<file path="config.mk">
export PLATFORM = sky130hd
export DESIGN_NAME = verificador_senha
export DESIGN_NICKNAME = d
export VERILOG_FILES = /design/src/rtl/verificador_senha_pkg.sv /design/src/rtl/verificador_senha_comparador_digito.sv /design/src/rtl/verificador_senha.sv
export SDC_FILE = /design/constraint.sdc
export NUM_CORES = 1
export LEC_CHECK = 0
export CORE_UTILIZATION = 45
export DETAILED_ROUTE_END_ITERATION = 12
export PLACE_DENSITY = 0.76
export SYNTH_ARGS = -nofsm -noshare
export SYNTH_HDL_FRONTEND = slang
export SYNTH_SLANG_ARGS = --single-unit
</file>
<file path="constraint.sdc">
create_clock -name clk -period 1.85 [get_ports clk]
set_input_delay 0.185 -clock clk [delete_from_list [all_inputs] [get_ports clk]]
set_output_delay 0.185 -clock clk [all_outputs]
set_load 0.02 [all_outputs]
</file>
<file path="src/rtl/verificador_senha_pkg.sv">
// Shared FSM state type and default parameter values for the sequential code checker.
package verificador_senha_pkg;

  typedef enum logic [1:0] {
    IDLE    = 2'd0,
    ENTRY   = 2'd1,
    VERDICT = 2'd2,
    LOCK    = 2'd3
  } state_e;

  localparam int DEF_DIGIT_W     = 4;
  localparam int DEF_CODE_LEN    = 4;
  localparam int DEF_MAX_TRIES   = 3;
  localparam int DEF_LOCK_CYCLES = 1000;

endpackage

</file>
<file path="src/rtl/verificador_senha_comparador_digito.sv">
// Single-digit equality: per-bit XNOR followed by an AND reduction.
module comparador_digito #(
  parameter int DIGIT_W = 4
) (
  input  logic [DIGIT_W-1:0] a,
  input  logic [DIGIT_W-1:0] b,
  output logic               equal
);

  logic [DIGIT_W-1:0] bit_eq;

  assign bit_eq = a ~^ b;
  assign equal  = &bit_eq;

endmodule

</file>
<file path="src/rtl/verificador_senha.sv">
// Sequential code checker: digit-by-digit compare, one-cycle grant/deny verdict, failure count.
// Define VERIFICADOR_LOCKOUT_EN to build the LOCK state, lockout counter and locked output.
module verificador_senha
  import verificador_senha_pkg::*;
#(
  parameter int DIGIT_W     = DEF_DIGIT_W,
  parameter int CODE_LEN    = DEF_CODE_LEN,
  parameter int MAX_TRIES   = DEF_MAX_TRIES,
  parameter int LOCK_CYCLES = DEF_LOCK_CYCLES
) (
  input  logic                                 clk,
  input  logic                                 rst,
  input  logic                                 code_load,
  input  logic [CODE_LEN*DIGIT_W-1:0]          code_in,
  input  logic                                 digit_valid,
  output logic                                 digit_ready,
  input  logic [DIGIT_W-1:0]                   digit,
  input  logic                                 clear,
  output logic                                 granted,
  output logic                                 denied,
  output logic                                 locked,
  output logic [$clog2(MAX_TRIES+1)-1:0]       fail_count
);

  localparam int IDX_W = (CODE_LEN > 1) ? $clog2(CODE_LEN) : 1;
  localparam int FC_W  = $clog2(MAX_TRIES + 1);
  localparam int CNT_W = (LOCK_CYCLES > 1) ? $clog2(LOCK_CYCLES) : 1;

  if (CODE_LEN < 1 || MAX_TRIES < 1 || LOCK_CYCLES < 1) begin : g_bad_params
    $error("verificador_senha: CODE_LEN, MAX_TRIES and LOCK_CYCLES must all be >= 1");
  end

  state_e                       state_q, state_d;
  logic [IDX_W-1:0]             idx_q, idx_d;
  logic                         mismatch_q, mismatch_d;
  logic [FC_W-1:0]              fail_q, fail_d;
  logic [CODE_LEN*DIGIT_W-1:0]  ref_q, ref_d;

  logic [DIGIT_W-1:0]           ref_digit;
  logic                         digit_eq;
  logic                         accept;
  logic [FC_W-1:0]              fail_inc;

  always_comb begin
    ref_digit = '0;
    for (int unsigned i = 0; i < CODE_LEN; i++) begin
      if (idx_q == IDX_W'(i)) ref_digit = ref_q[i*DIGIT_W +: DIGIT_W];
    end
  end

  comparador_digito #(.DIGIT_W(DIGIT_W)) u_cmp (
    .a     (digit),
    .b     (ref_digit),
    .equal (digit_eq)
  );

  assign digit_ready = (state_q == IDLE) || (state_q == ENTRY);
  assign accept      = digit_valid && digit_ready;
  assign granted     = (state_q == VERDICT) && !mismatch_q;
  assign denied      = (state_q == VERDICT) && mismatch_q;
  assign fail_count  = fail_q;
  assign fail_inc    = (fail_q == FC_W'(MAX_TRIES)) ? fail_q : fail_q + FC_W'(1);

`ifdef VERIFICADOR_LOCKOUT_EN
  logic [CNT_W-1:0] lock_cnt_q, lock_cnt_d;

  assign locked = (state_q == LOCK);
`else
  assign locked = 1'b0;
`endif

  always_comb begin
    state_d    = state_q;
    idx_d      = idx_q;
    mismatch_d = mismatch_q;
    fail_d     = fail_q;
    ref_d      = code_load ? code_in : ref_q;
`ifdef VERIFICADOR_LOCKOUT_EN
    lock_cnt_d = lock_cnt_q;
`endif

    unique case (state_q)
      IDLE: begin
        if (accept) begin
          mismatch_d = !digit_eq;
          if (CODE_LEN == 1) begin
            state_d = VERDICT;
            idx_d   = '0;
          end else begin
            state_d = ENTRY;
            idx_d   = IDX_W'(1);
          end
        end
      end
      ENTRY: begin
        // clear takes priority over a digit offered in the same cycle
        if (clear) begin
          state_d    = IDLE;
          idx_d      = '0;
          mismatch_d = 1'b0;
        end else if (accept) begin
          mismatch_d = mismatch_q | !digit_eq;
          if (idx_q == IDX_W'(CODE_LEN - 1)) begin
            state_d = VERDICT;
            idx_d   = '0;
          end else begin
            idx_d = idx_q + IDX_W'(1);
          end
        end
      end
      VERDICT: begin
        state_d    = IDLE;
        mismatch_d = 1'b0;
        if (mismatch_q) begin
          fail_d = fail_inc;
`ifdef VERIFICADOR_LOCKOUT_EN
          if (fail_inc == FC_W'(MAX_TRIES)) begin
            state_d    = LOCK;
            lock_cnt_d = CNT_W'(LOCK_CYCLES - 1);
          end
`endif
        end else begin
          fail_d = '0;
        end
      end
`ifdef VERIFICADOR_LOCKOUT_EN
      LOCK: begin
        if (lock_cnt_q == '0) begin
          state_d = IDLE;
          fail_d  = '0;
        end else begin
          lock_cnt_d = lock_cnt_q - CNT_W'(1);
        end
      end
`endif
      default: state_d = IDLE;
    endcase
  end

  always_ff @(posedge clk or posedge rst) begin
    if (rst) begin
      state_q    <= IDLE;
      idx_q      <= '0;
      mismatch_q <= 1'b0;
      fail_q     <= '0;
      ref_q      <= '0;
    end else begin
      state_q    <= state_d;
      idx_q      <= idx_d;
      mismatch_q <= mismatch_d;
      fail_q     <= fail_d;
      ref_q      <= ref_d;
    end
  end

`ifdef VERIFICADOR_LOCKOUT_EN
  always_ff @(posedge clk or posedge rst) begin
    if (rst) lock_cnt_q <= '0;
    else     lock_cnt_q <= lock_cnt_d;
  end
`endif

endmodule

</file>
==> summary.txt <==
Finish
  – Nets: 202
  – Final Util: 63.8%
  – Commonest non-fill, non-tap cell in the layout: clkdlybuf4s50_1
  – Ratio of cells with drive above 1 in the final layout: 29.9%
  – Commonest cells after routing, fill and taps aside: 26 x clkdlybuf4s50_1, 23 x dfrtp_1, 16 x mux2_2
  – Antenna diodes: 0
  – Area growth syn-to-layout: 31.8%

Die
  – Die Span Y: 56.9 µm
  – Starting Density: 48.4%
  – Boundary pin count: 31
  – Cell row count: 19
  – Die Area: 0.00324 mm²
  – Die X: 56.9 µm
  – Core Region: 0.00281 mm²

Power
  – Power Density: 1100 mW/mm²
  – Pleak: 0.000780 µW
  – Peak supply drop: 0.551 mV

Clock tree
  – Insertion delay to the later sink of the worst-skew pair: 0.31 ns
  – Hold_buf cts: 0
  – CTS sink count: 23
  – Bufs on Longest Clock Path: 2
  – CTS tree: yes
  – CTS clock-pin slew for the worst setup and hold paths: 0.13 ns
  – Clk root buf: clkbuf_4
  – H-tree level count: 1
  – CTS buffer count: 3

Placed design
  – Hpwl dp: 2110 µm
  – GPL Wtd Cong: 0.759
  – Port bufs: 29
  – Pre-CTS WS: -0.0309 ns

Logic synthesis
  – Mapped Nets: 160
  – Synth warn: 0
  – Seq/Total Area, Yosys: 42.4%
  – Synth Register Bits: 23
  – Syn Std Cell Area: 0.00136 mm²
  – Syn Area/Cell: 10.8 µm²
  – Top FF cell, synth: dfrtp_1
  – Post-synth EDFFs: 0
  – Post-Syn Instances: 126
  – Synth cell types: 34
  – Synth top area share: 42.4%
  – Top cells by area, synth: dfrtp_1 42%, mux2_2 13%, ha_1 8.3%
  – Post-synth ARST share: 100%
  – Synth area leader: dfrtp_1

Timing
  – Final setup margin: -0.00499 ns
  – Skew final: 0.00733 ns
  – RSZ-0062 raised after global routing: yes
  – Final hold vios: 0
  – Minimum clock period: 1.85 ns
  – Endpoints failing setup: 1
  – Fin crit share: 100%
  – Fin. max-slew vios: 0
  – Achievable Freq: 539 MHz

Worst setup path
  – Critical Path End Type: register
  – CP Launch Type: register
  – Worst Path Arrival: 2.06 ns
  – Critical Path RT: 2.06 ns
  – Critical path type: register to register
  – Critical path peak fanout: 3

Global route
  – Vias in the first global route: 1076
  – First-pass GRT wire length: 4620 µm
  – All-Layer GR Usage: 18.3%
  – Initial antenna violation count: 0
  – Gr ovfl total: 0
  – Pin count of the biggest net entering global routing: 24

Hold path
  – Hold/Removal Path Class: primary input to async pin

Outcome
  – Status: finished with violations
  – Failing checks: design-rule violations, negative setup slack

Route
  – Routed vias/inst: 5.49
  – Vias: 1087
  – Total Routed Length: 2800 µm
  – # DRC: 2
  – DR WL/cell: 14.1 µm
  – Total iterations of the first detailed-routing run: 8
  – Initial DRC Count: 26
  – Routed Antenna Nets: 0

Flow run
  – Max-Cap Viols: 0
-- cells in the mapped netlist, types with 2 or more instances --
master and count:
dfrtp_1 23, mux2_2 16, inv_1 11, ha_1 9, nand2_1 9, o21ai_0 8
a21oi_1 5, nor2_1 4, nor2b_1 3, o211ai_1 3, o221ai_1 3, xor2_1 3
a211oi_1 2, a31oi_1 2, buf_4 2, buf_6 2, nand2b_1 2, nand3_1 2
o22ai_1 2
-- layer usage --
layer  wire length [µm]  track usage, %
met4                 82            5.23
met5                  0               0
met2               1480            33.4
met3                 98            2.76
met1               1140            22.1
-- cell type report --
type,instances,area [µm²]
Sequential cell,23,576
Fill cell,231,1020
Tap cell,31,38.8
Clock buffer,3,22.5
Inverter,11,41.3
Timing Repair Buffer,43,384
Multi-Input combinational cell,86,722
Clock inverter,1,5.00
-- kinds of logic after synthesis --
group / count (synthesis) / share of synthesized area (%)
mux: 16 / 13.3
xor+xnor: 3 / 1.94
compound gates: 29 / 14.9
buf+inv: 17 / 6.45
other cells: 1 / 0.276
fa+ha+maj: 9 / 8.30
flops: 23 / 42.4
simple gates: 28 / 12.4
-- sequential cells by signal (all words and copies together) (netlist names) --
register / cells
fail_count: 2
idx_q: 2
mismatch_q: 1
ref_q: 16
state_q: 2
-- per-stage QoR --
| stage | cells | area (µm²) | hold slack [ns] | setup TNS [ns] | power (µW) |
|---|---|---|---|---|---|
| floorplan | 126 | 1360 | 0.187 | 0 | 1350 |
| global placement | 190 | 1720 | 0.499 | 0 | 1610 |
| detailed placement | 190 | 1720 | 0.501 | -0.0309 | 1650 |
| CTS | 196 | 1760 | 0.203 | 0 | 1910 |
| global route | 198 | 1790 | 0.204 | -0.0741 | 2130 |
| finish | 198 | 1790 | 0.196 | -0.00499 | 1980 |
-- power by group --
| part | internal [µW] | switching (µW) | total [µW] | leakage [µW] |
|---|---|---|---|---|
| Clock | 80.8 | 149 | 230 | 0.0000177 |
| Combinational | 537 | 511 | 1050 | 0.000488 |
| Sequential | 598 | 98.4 | 697 | 0.000275 |
-- worst max-delay path: stages (launching register included) --
cell and delay, ns:
dfrtp_1 0.42, inv_2 0.06, ha_2 0.17, nor2b_4 0.14
o31ai_4 0.24, or4b_4 0.49, a21oi_2 0.14, a31oi_1 0.09
-- timing repair --
action,CTS,global route
buffers inserted,2,2
resized for setup,7,12
pin swaps,0,3
endpoints found under the hold margin,0,0
setup endpoints to repair,4,3
-- worst paths after layout --
check,startpoint,end,slack (ns),cells after the start
min reg2reg,ref_q[9],ref_q[9],0.52,1
max reg2reg,state_q[1],mismatch_q,-0.005,7
max,state_q[1],mismatch_q,-0.005,7
min in group clk,code_in[0],ref_q[0],0.47,2
min,rst,mismatch_q,0.20,3
max in group asynchronous,rst,ref_q[2],1.42,3
Note: power is estimated with default switching activity, not from simulation.
